[src/rtl/fifo_sync_prog.sv]
// fifo_sync_prog: single-clock FIFO with exact fill level, run-time programmable
// almost-full/almost-empty thresholds, sticky overflow/underflow flags,
// synchronous flush and a build-time choice of registered or FWFT read data.
module fifo_sync_prog #(
   parameter int DATASIZE = 8,
   parameter int ADDRSIZE = 4,
   parameter int FWFT     = 0
) (
   input  logic                CLK_I,
   input  logic                RST_I,
   input  logic                CLR_I,
   input  logic [DATASIZE-1:0] WDATA_I,
   input  logic                WINC_I,
   input  logic                RINC_I,
   input  logic [ADDRSIZE:0]   AFULL_TH_I,
   input  logic [ADDRSIZE:0]   AEMPTY_TH_I,
   output logic [DATASIZE-1:0] RDATA_O,
   output logic                WFULL_O,
   output logic                REMPTY_O,
   output logic                AFULL_O,
   output logic                AEMPTY_O,
   output logic [ADDRSIZE:0]   USEDW_O,
   output logic                OVF_O,
   output logic                UDF_O
);

   localparam int DEPTH = 2 ** ADDRSIZE;
   localparam logic [ADDRSIZE:0]   FULL_LVL = (ADDRSIZE + 1)'(DEPTH);
   localparam logic [ADDRSIZE:0]   LVL_ONE  = (ADDRSIZE + 1)'(1);
   localparam logic [ADDRSIZE-1:0] PTR_ONE  = ADDRSIZE'(1);

   logic [DATASIZE-1:0] mem_q [DEPTH];

   logic [ADDRSIZE-1:0] wptr_q, wptr_d;
   logic [ADDRSIZE-1:0] rptr_q, rptr_d;
   logic [ADDRSIZE:0]   level_q, level_d;
   logic                ovf_q, ovf_d;
   logic                udf_q, udf_d;

   logic full, empty, wr, rd, mem_we;

   // Flags decode straight from the registered level; thresholds act immediately.
   assign full     = (level_q == FULL_LVL);
   assign empty    = (level_q == '0);
   assign WFULL_O  = full;
   assign REMPTY_O = empty;
   assign AFULL_O  = (level_q >= AFULL_TH_I);
   assign AEMPTY_O = (level_q <= AEMPTY_TH_I);
   assign USEDW_O  = level_q;
   assign OVF_O    = ovf_q;
   assign UDF_O    = udf_q;

   // A request is accepted only against the current registered flags, so a
   // write into a full FIFO or a read from an empty one is simply dropped.
   assign wr     = WINC_I & ~full;
   assign rd     = RINC_I & ~empty;
   assign mem_we = wr & ~CLR_I & ~RST_I;

   // Next-state for pointers, level and sticky error flags; flush wins over requests.
   always_comb begin
      // NOTE: every output of a combinational block gets a default first so
      // no path leaves it unassigned, which would infer a latch.
      wptr_d  = wptr_q;
      rptr_d  = rptr_q;
      level_d = level_q;
      ovf_d   = ovf_q;
      udf_d   = udf_q;
      if (CLR_I) begin
         wptr_d  = '0;
         rptr_d  = '0;
         level_d = '0;
         ovf_d   = 1'b0;
         udf_d   = 1'b0;
      end else begin
         if (wr) wptr_d = wptr_q + PTR_ONE;
         if (rd) rptr_d = rptr_q + PTR_ONE;
         unique case ({wr, rd})
            2'b10:   level_d = level_q + LVL_ONE;
            2'b01:   level_d = level_q - LVL_ONE;
            default: level_d = level_q;
         endcase
         ovf_d = ovf_q | (WINC_I & full);
         udf_d = udf_q | (RINC_I & empty);
      end
   end

   // Control state registers with synchronous reset.
   always_ff @(posedge CLK_I) begin
      // NOTE: state is updated with non-blocking assignments so every register
      // samples its pre-edge inputs regardless of statement order.
      if (RST_I) begin
         wptr_q  <= '0;
         rptr_q  <= '0;
         level_q <= '0;
         ovf_q   <= 1'b0;
         udf_q   <= 1'b0;
      end else begin
         wptr_q  <= wptr_d;
         rptr_q  <= rptr_d;
         level_q <= level_d;
         ovf_q   <= ovf_d;
         udf_q   <= udf_d;
      end
   end

   // Storage array write port.
   always_ff @(posedge CLK_I) begin
      // NOTE: the data array has no reset; the level counter alone decides
      // which entries are meaningful, and leaving it unreset lets it map to RAM.
      if (mem_we) mem_q[wptr_q] <= WDATA_I;
   end

   generate
      if (FWFT == 0) begin : g_reg_read
         logic [DATASIZE-1:0] rdata_q;

         // Registered read: load the head word on an accepted read, hold otherwise
         // (flush leaves it alone, reset clears it).
         always_ff @(posedge CLK_I) begin
            if (RST_I) begin
               rdata_q <= '0;
            end else if (rd & ~CLR_I) begin
               rdata_q <= mem_q[rptr_q];
            end
         end

         assign RDATA_O = rdata_q;
      end else begin : g_fwft_read
         // Head word is presented continuously; meaningless while empty.
         assign RDATA_O = mem_q[rptr_q];
      end
   endgenerate

endmodule

[config.mk]
export PLATFORM = sky130hd
export DESIGN_NAME = fifo_sync_prog
export DESIGN_NICKNAME = d
export VERILOG_FILES = /design/src/rtl/fifo_sync_prog.sv
export SDC_FILE = /design/constraint.sdc
export NUM_CORES = 1
export LEC_CHECK = 0
export BUFFER_PORTS_ARGS = -buffer_cell sky130_fd_sc_hd__buf_2
export CORE_UTILIZATION = 49
export CTS_BUF_LIST = sky130_fd_sc_hd__clkbuf_8 sky130_fd_sc_hd__clkbuf_16
export CTS_CLUSTER_SIZE = 8
export DETAILED_ROUTE_END_ITERATION = 6
export PLACE_DENSITY = 0.67
export REMOVE_ABC_BUFFERS = 1
export SYNTH_ARGS = -nofsm -noshare
export SYNTH_HDL_FRONTEND = slang
export SYNTH_SLANG_ARGS = --single-unit
[constraint.sdc]
create_clock -name CLK_I -period 5.6 [get_ports CLK_I]
set_input_delay 0 -clock CLK_I [delete_from_list [all_inputs] [get_ports CLK_I]]
set_output_delay 0 -clock CLK_I [all_outputs]
set_load 0.01 [all_outputs]
==> results.py <==
metrics = {
    "status": {
        "run_status": "finished, final reports clean",
    },
    "timing": {
        "final_hold_violation_count": 0,
        "post-route-period-util_pct": 55.8,
        "slew-limit-headroom_pct": 36.0,
        "fmax_mhz": 320,
        "hold_slack_ps": 379,
        "slew_violations": 0,
        "timing.final.crit_period_ps": 3130,
        "fin_worst_skew_ps": 18.4,
        "finalSetupViolations": 0,
        "grt_setup_unrepaired": "no",
        "timing_worst_slew_pin_value_ps": 956,
        "setup-tns-final_ps": 0,
    },
    "setup_path": {
        "crit_path_top_delay_cell": "sky130_fd_sc_hd__dfxtp_1",
        "critPathArrivalTime_ps": 3470,
        "r2r-start": "USEDW_O[1]",
        "critical_path.top_delay_family": "compound AO/OA/AOI/OAI gates",
        "critical_path_required_ps": 5940,
        "cp_slowest_stage_delay_ps": 580,
        "r2r_cells": 11,
        "worst_setup_path_startpoint": "USEDW_O[1]",
        "crit_path_end": "USEDW_O[4]",
        "timing.critical_path.to_type": "register",
        "critPathBufInv": 1,
        "timing.critical_path.cells": "nor4_1 > a21boi_1 > inv_1 > ha_1 > xor2_1 > ha_1 > a211o_1 > a21oi_1 > a221oi_1 > or3_1 > a21oi_1",
        "cp.depth": 11,
        "worstSetupPathType": "reg2reg",
        "reg2reg_slack_ps": 2470,
        "critical_path_maximum_fanout": 12,
        "startpoint_type": "register",
        "regToRegEndpoint": "USEDW_O[4]",
    },
    "route": {
        "drt_iter0_drc": 362,
        "route.layer.met1.wl_mm": 5.43,
        "routed_vias": 3351,
        "avgRoutedWirePerCell_um": 19.5,
        "final_antenna_net_count": 0,
        "drt-pass1-iter-count": 4,
        "met2_layer_wire_length_in_the_routed_design_mm": 5.87,
        "avgViaCountPerCell": 5.48,
        "remaining_drc_errors": 0,
        "top_metal_layer_carrying_routed_signals": "met4",
        "totalWireLength_mm": 11.9,
        "route.met3.wl_um": 467,
    },
    "pwr": {
        "power.switching_fraction_pct": 20.6,
        "switching_power_w": 0.000484,
        "power.density_nw_per_um2": 322,
        "pwr-share-seq_pct": 52.4,
        "vdd.ir_drop.worst_uv": 196,
        "clkPwrFrac_pct": 43.8,
        "power_frac_comb_pct": 3.8,
        "leakagePower_nw": 2.51,
        "intPower_w": 0.00186,
    },
    "clock_tree": {
        "worstSkewPairLatency_ps": 430,
        "cts.repair_timing.setup_buffer_count": 0,
        "cts.hold.buffers_added": 12,
        "clkSinkCount": 151,
        "clock_path_buffers": 2,
        "cts_root_buf": "sky130_fd_sc_hd__clkbuf_16",
        "tritoncts": "yes",
        "cts.clk_slew.worst_paths_ps": 60,
        "tritoncts.num_buffers": 17,
        "htree_levels": 4,
        "post_cts_resized": 0,
    },
    "synth": {
        "post_synthesis_cell_area_um2": 6270,
        "ys_top_cells_by_area": "sky130_fd_sc_hd__edfxtp_1 61%, sky130_fd_sc_hd__mux4_2 11%, sky130_fd_sc_hd__dfxtp_1 7.3%, sky130_fd_sc_hd__ha_1 3.8%, sky130_fd_sc_hd__nor2_1 2.6%",
        "synth-warning-count": 0,
        "synthArstFlopShare_pct": 0,
        "ys_dominant_reg_cell": "sky130_fd_sc_hd__edfxtp_1",
        "synth-seq-area-share_pct": 68.6,
        "syn_area_per_cell_um2": 16.8,
        "synth_enable_flop_cells": 128,
        "syn-instance-count": 373,
        "unique_masters_post_synth": 42,
        "yosys_register_bits": 151,
        "netlist.top_cell.by_area": "sky130_fd_sc_hd__edfxtp_1",
        "synth_top_area_share_pct": 61.3,
    },
    "placement": {
        "numPortBuffers": 41,
        "gpl.final_weighted_congestion": 0.760,
        "hpwl_mm": 7.25,
        "place_area_um2": 6630,
    },
    "final_layout": {
        "finish.utilization_pct": 59.4,
        "area_growth_pct": 16.1,
        "finalInstanceArea_um2": 7280,
        "antennaDiodeCount": 0,
        "final_net_count": 473,
        "drive_above_1_share_pct": 26.6,
    },
    "floorplanning": {
        "io_pins": 42,
        "core_area_um2": 12300,
        "chipHeight_um": 115,
        "row_count": 40,
        "chipWidth_um": 115,
        "floorplan.initialDensity_pct": 51.2,
        "dieArea_um2": 13300,
    },
    "global_route": {
        "gr-usage-all-layers_pct": 19.7,
        "initial_antenna_violation_count": 0,
        "globalRouteOverflowTotal": 0,
        "first_pass_grt_wire_length_mm": 18.3,
        "grt_max_degree": 36,
        "first_global_vias": 3268,
    },
    "hold_path": {
        "min-delay-start": "WINC_I",
        "worst_hold_path_type": "in2reg",
    },
    "run": {
        "drv_cap": 0,
    },
}
## placed cells by master (no fill, tap or decap), types with 2 or more instances in the layout
master                          count
sky130_fd_sc_hd__ha_1              19
sky130_fd_sc_hd__nand2b_1           3
sky130_fd_sc_hd__mux4_2            32
sky130_fd_sc_hd__mux2_2             8
sky130_fd_sc_hd__nor2b_1            2
sky130_fd_sc_hd__mux2i_1            9
sky130_fd_sc_hd__clkinvlp_4         3
sky130_fd_sc_hd__or3_1              4
sky130_fd_sc_hd__inv_6              2
sky130_fd_sc_hd__inv_1             19
sky130_fd_sc_hd__nand4_1            3
sky130_fd_sc_hd__xor2_1             6
sky130_fd_sc_hd__a221o_1            8
sky130_fd_sc_hd__clkbuf_16         17
sky130_fd_sc_hd__clkinv_2           3
sky130_fd_sc_hd__xnor2_1            3
sky130_fd_sc_hd__a21oi_1           11
sky130_fd_sc_hd__nand2_1           10
sky130_fd_sc_hd__nor2_1            44
sky130_fd_sc_hd__dlygate4sd3_1     12
sky130_fd_sc_hd__clkinv_1           3
sky130_fd_sc_hd__nand3_1            3
sky130_fd_sc_hd__o22ai_1            2
sky130_fd_sc_hd__edfxtp_1         128
sky130_fd_sc_hd__buf_4              3
sky130_fd_sc_hd__dfxtp_1           22
sky130_fd_sc_hd__buf_2             41
sky130_fd_sc_hd__o21ai_0            4
## worst min-delay path, delay by kind of cell
kind	cells	cell delay [ps]
buffers and inverters	2	630
and+or+nand+nor	1	70
AOI/OAI and AO/OA	1	60
## state kept, by name (all words and copies together) (netlist names)
signal	flops
OVF_O	1
RDATA_O	8
UDF_O	1
USEDW_O	5
mem_q	128
rptr_q	4
wptr_q	4
## synth_stat cells (2+ instances only)
master	count
sky130_fd_sc_hd__nor2_1	44
sky130_fd_sc_hd__buf_2	5
sky130_fd_sc_hd__or3_1	4
sky130_fd_sc_hd__mux4_2	32
sky130_fd_sc_hd__nor2b_1	2
sky130_fd_sc_hd__mux2i_1	9
sky130_fd_sc_hd__nand2b_1	3
sky130_fd_sc_hd__o22ai_1	2
sky130_fd_sc_hd__nand2_1	10
sky130_fd_sc_hd__a221o_1	8
sky130_fd_sc_hd__dfxtp_1	23
sky130_fd_sc_hd__a21oi_1	11
sky130_fd_sc_hd__xor2_1	6
sky130_fd_sc_hd__nand3_1	3
sky130_fd_sc_hd__clkbuf_1	8
sky130_fd_sc_hd__inv_1	17
sky130_fd_sc_hd__buf_6	2
sky130_fd_sc_hd__xnor2_1	3
sky130_fd_sc_hd__edfxtp_1	128
sky130_fd_sc_hd__mux2_2	8
sky130_fd_sc_hd__o21ai_0	4
sky130_fd_sc_hd__ha_1	19
sky130_fd_sc_hd__nand4_1	3
## through the flow
| stage | worst slack, ps | power [W] | instances |
|---|---|---|---|
| 2_1_floorplan | 2780 | 0.00130 | 356 |
| 3_3_place_gp | 2600 | 0.00133 | 568 |
| 3_5_place_dp | 2500 | 0.00134 | 568 |
| 4_1_cts | 2500 | 0.00237 | 612 |
| 5_1_grt | 2240 | 0.00242 | 612 |
| 6_report | 2470 | 0.00235 | 612 |
## logic make-up (layout without fill, tap and decap cells)
family	after synthesis	count (layout)	synth area share [%]
AND/OR/NAND/NOR	77	77	5.65
buffers and inverters	35	106	2.49
AO/OA/AOI/OAI	33	33	3.83
adder cells (fa/ha/maj)	19	19	3.79
flip-flops	151	151	68.6
XOR/XNOR	9	9	1.26
multiplexers	49	49	14.4
## cell type report
class                   count  area (µm²)
inverters                  18        70.1
clock buffers              17         425
fillers                   930        4980
flip-flops and latches    151        4310
multi-input cells         187        1810
clock inverters            15         113
well taps                 168         210
repair buffers             56         348
## worst min-delay path by stage
stage / endpoint / slack [ps] / cells past startpoint
floorplan: mem_q[0][0] / 100 / 0
global placement: OVF_O / 250 / 3
detailed placement: OVF_O / 260 / 3
CTS: OVF_O / 360 / 4
global route: OVF_O / 420 / 4
finish: OVF_O / 380 / 4
## routing by layer
| layer | track usage, % | vias to the layer above |
|---|---|---|
| met1 | 27.0 | 1685 |
| met2 | 31.2 | 84 |
| met3 | 3.48 | 12 |
| met5 | 0 | - |
| met4 | 8.92 | 0 |
| li1 | - | 1570 |
## power by group through the flow
stage | logic, W | clock network, W | registers [W]
floorplan | 0.0000429 | 0 | 0.00126
global placement | 0.0000809 | 0 | 0.00125
detailed placement | 0.0000834 | 0 | 0.00125
CTS | 0.0000902 | 0.00105 | 0.00123
global route | 0.000100 | 0.00109 | 0.00123
finish | 0.0000894 | 0.00103 | 0.00123
(Power assumes the default switching activity.)
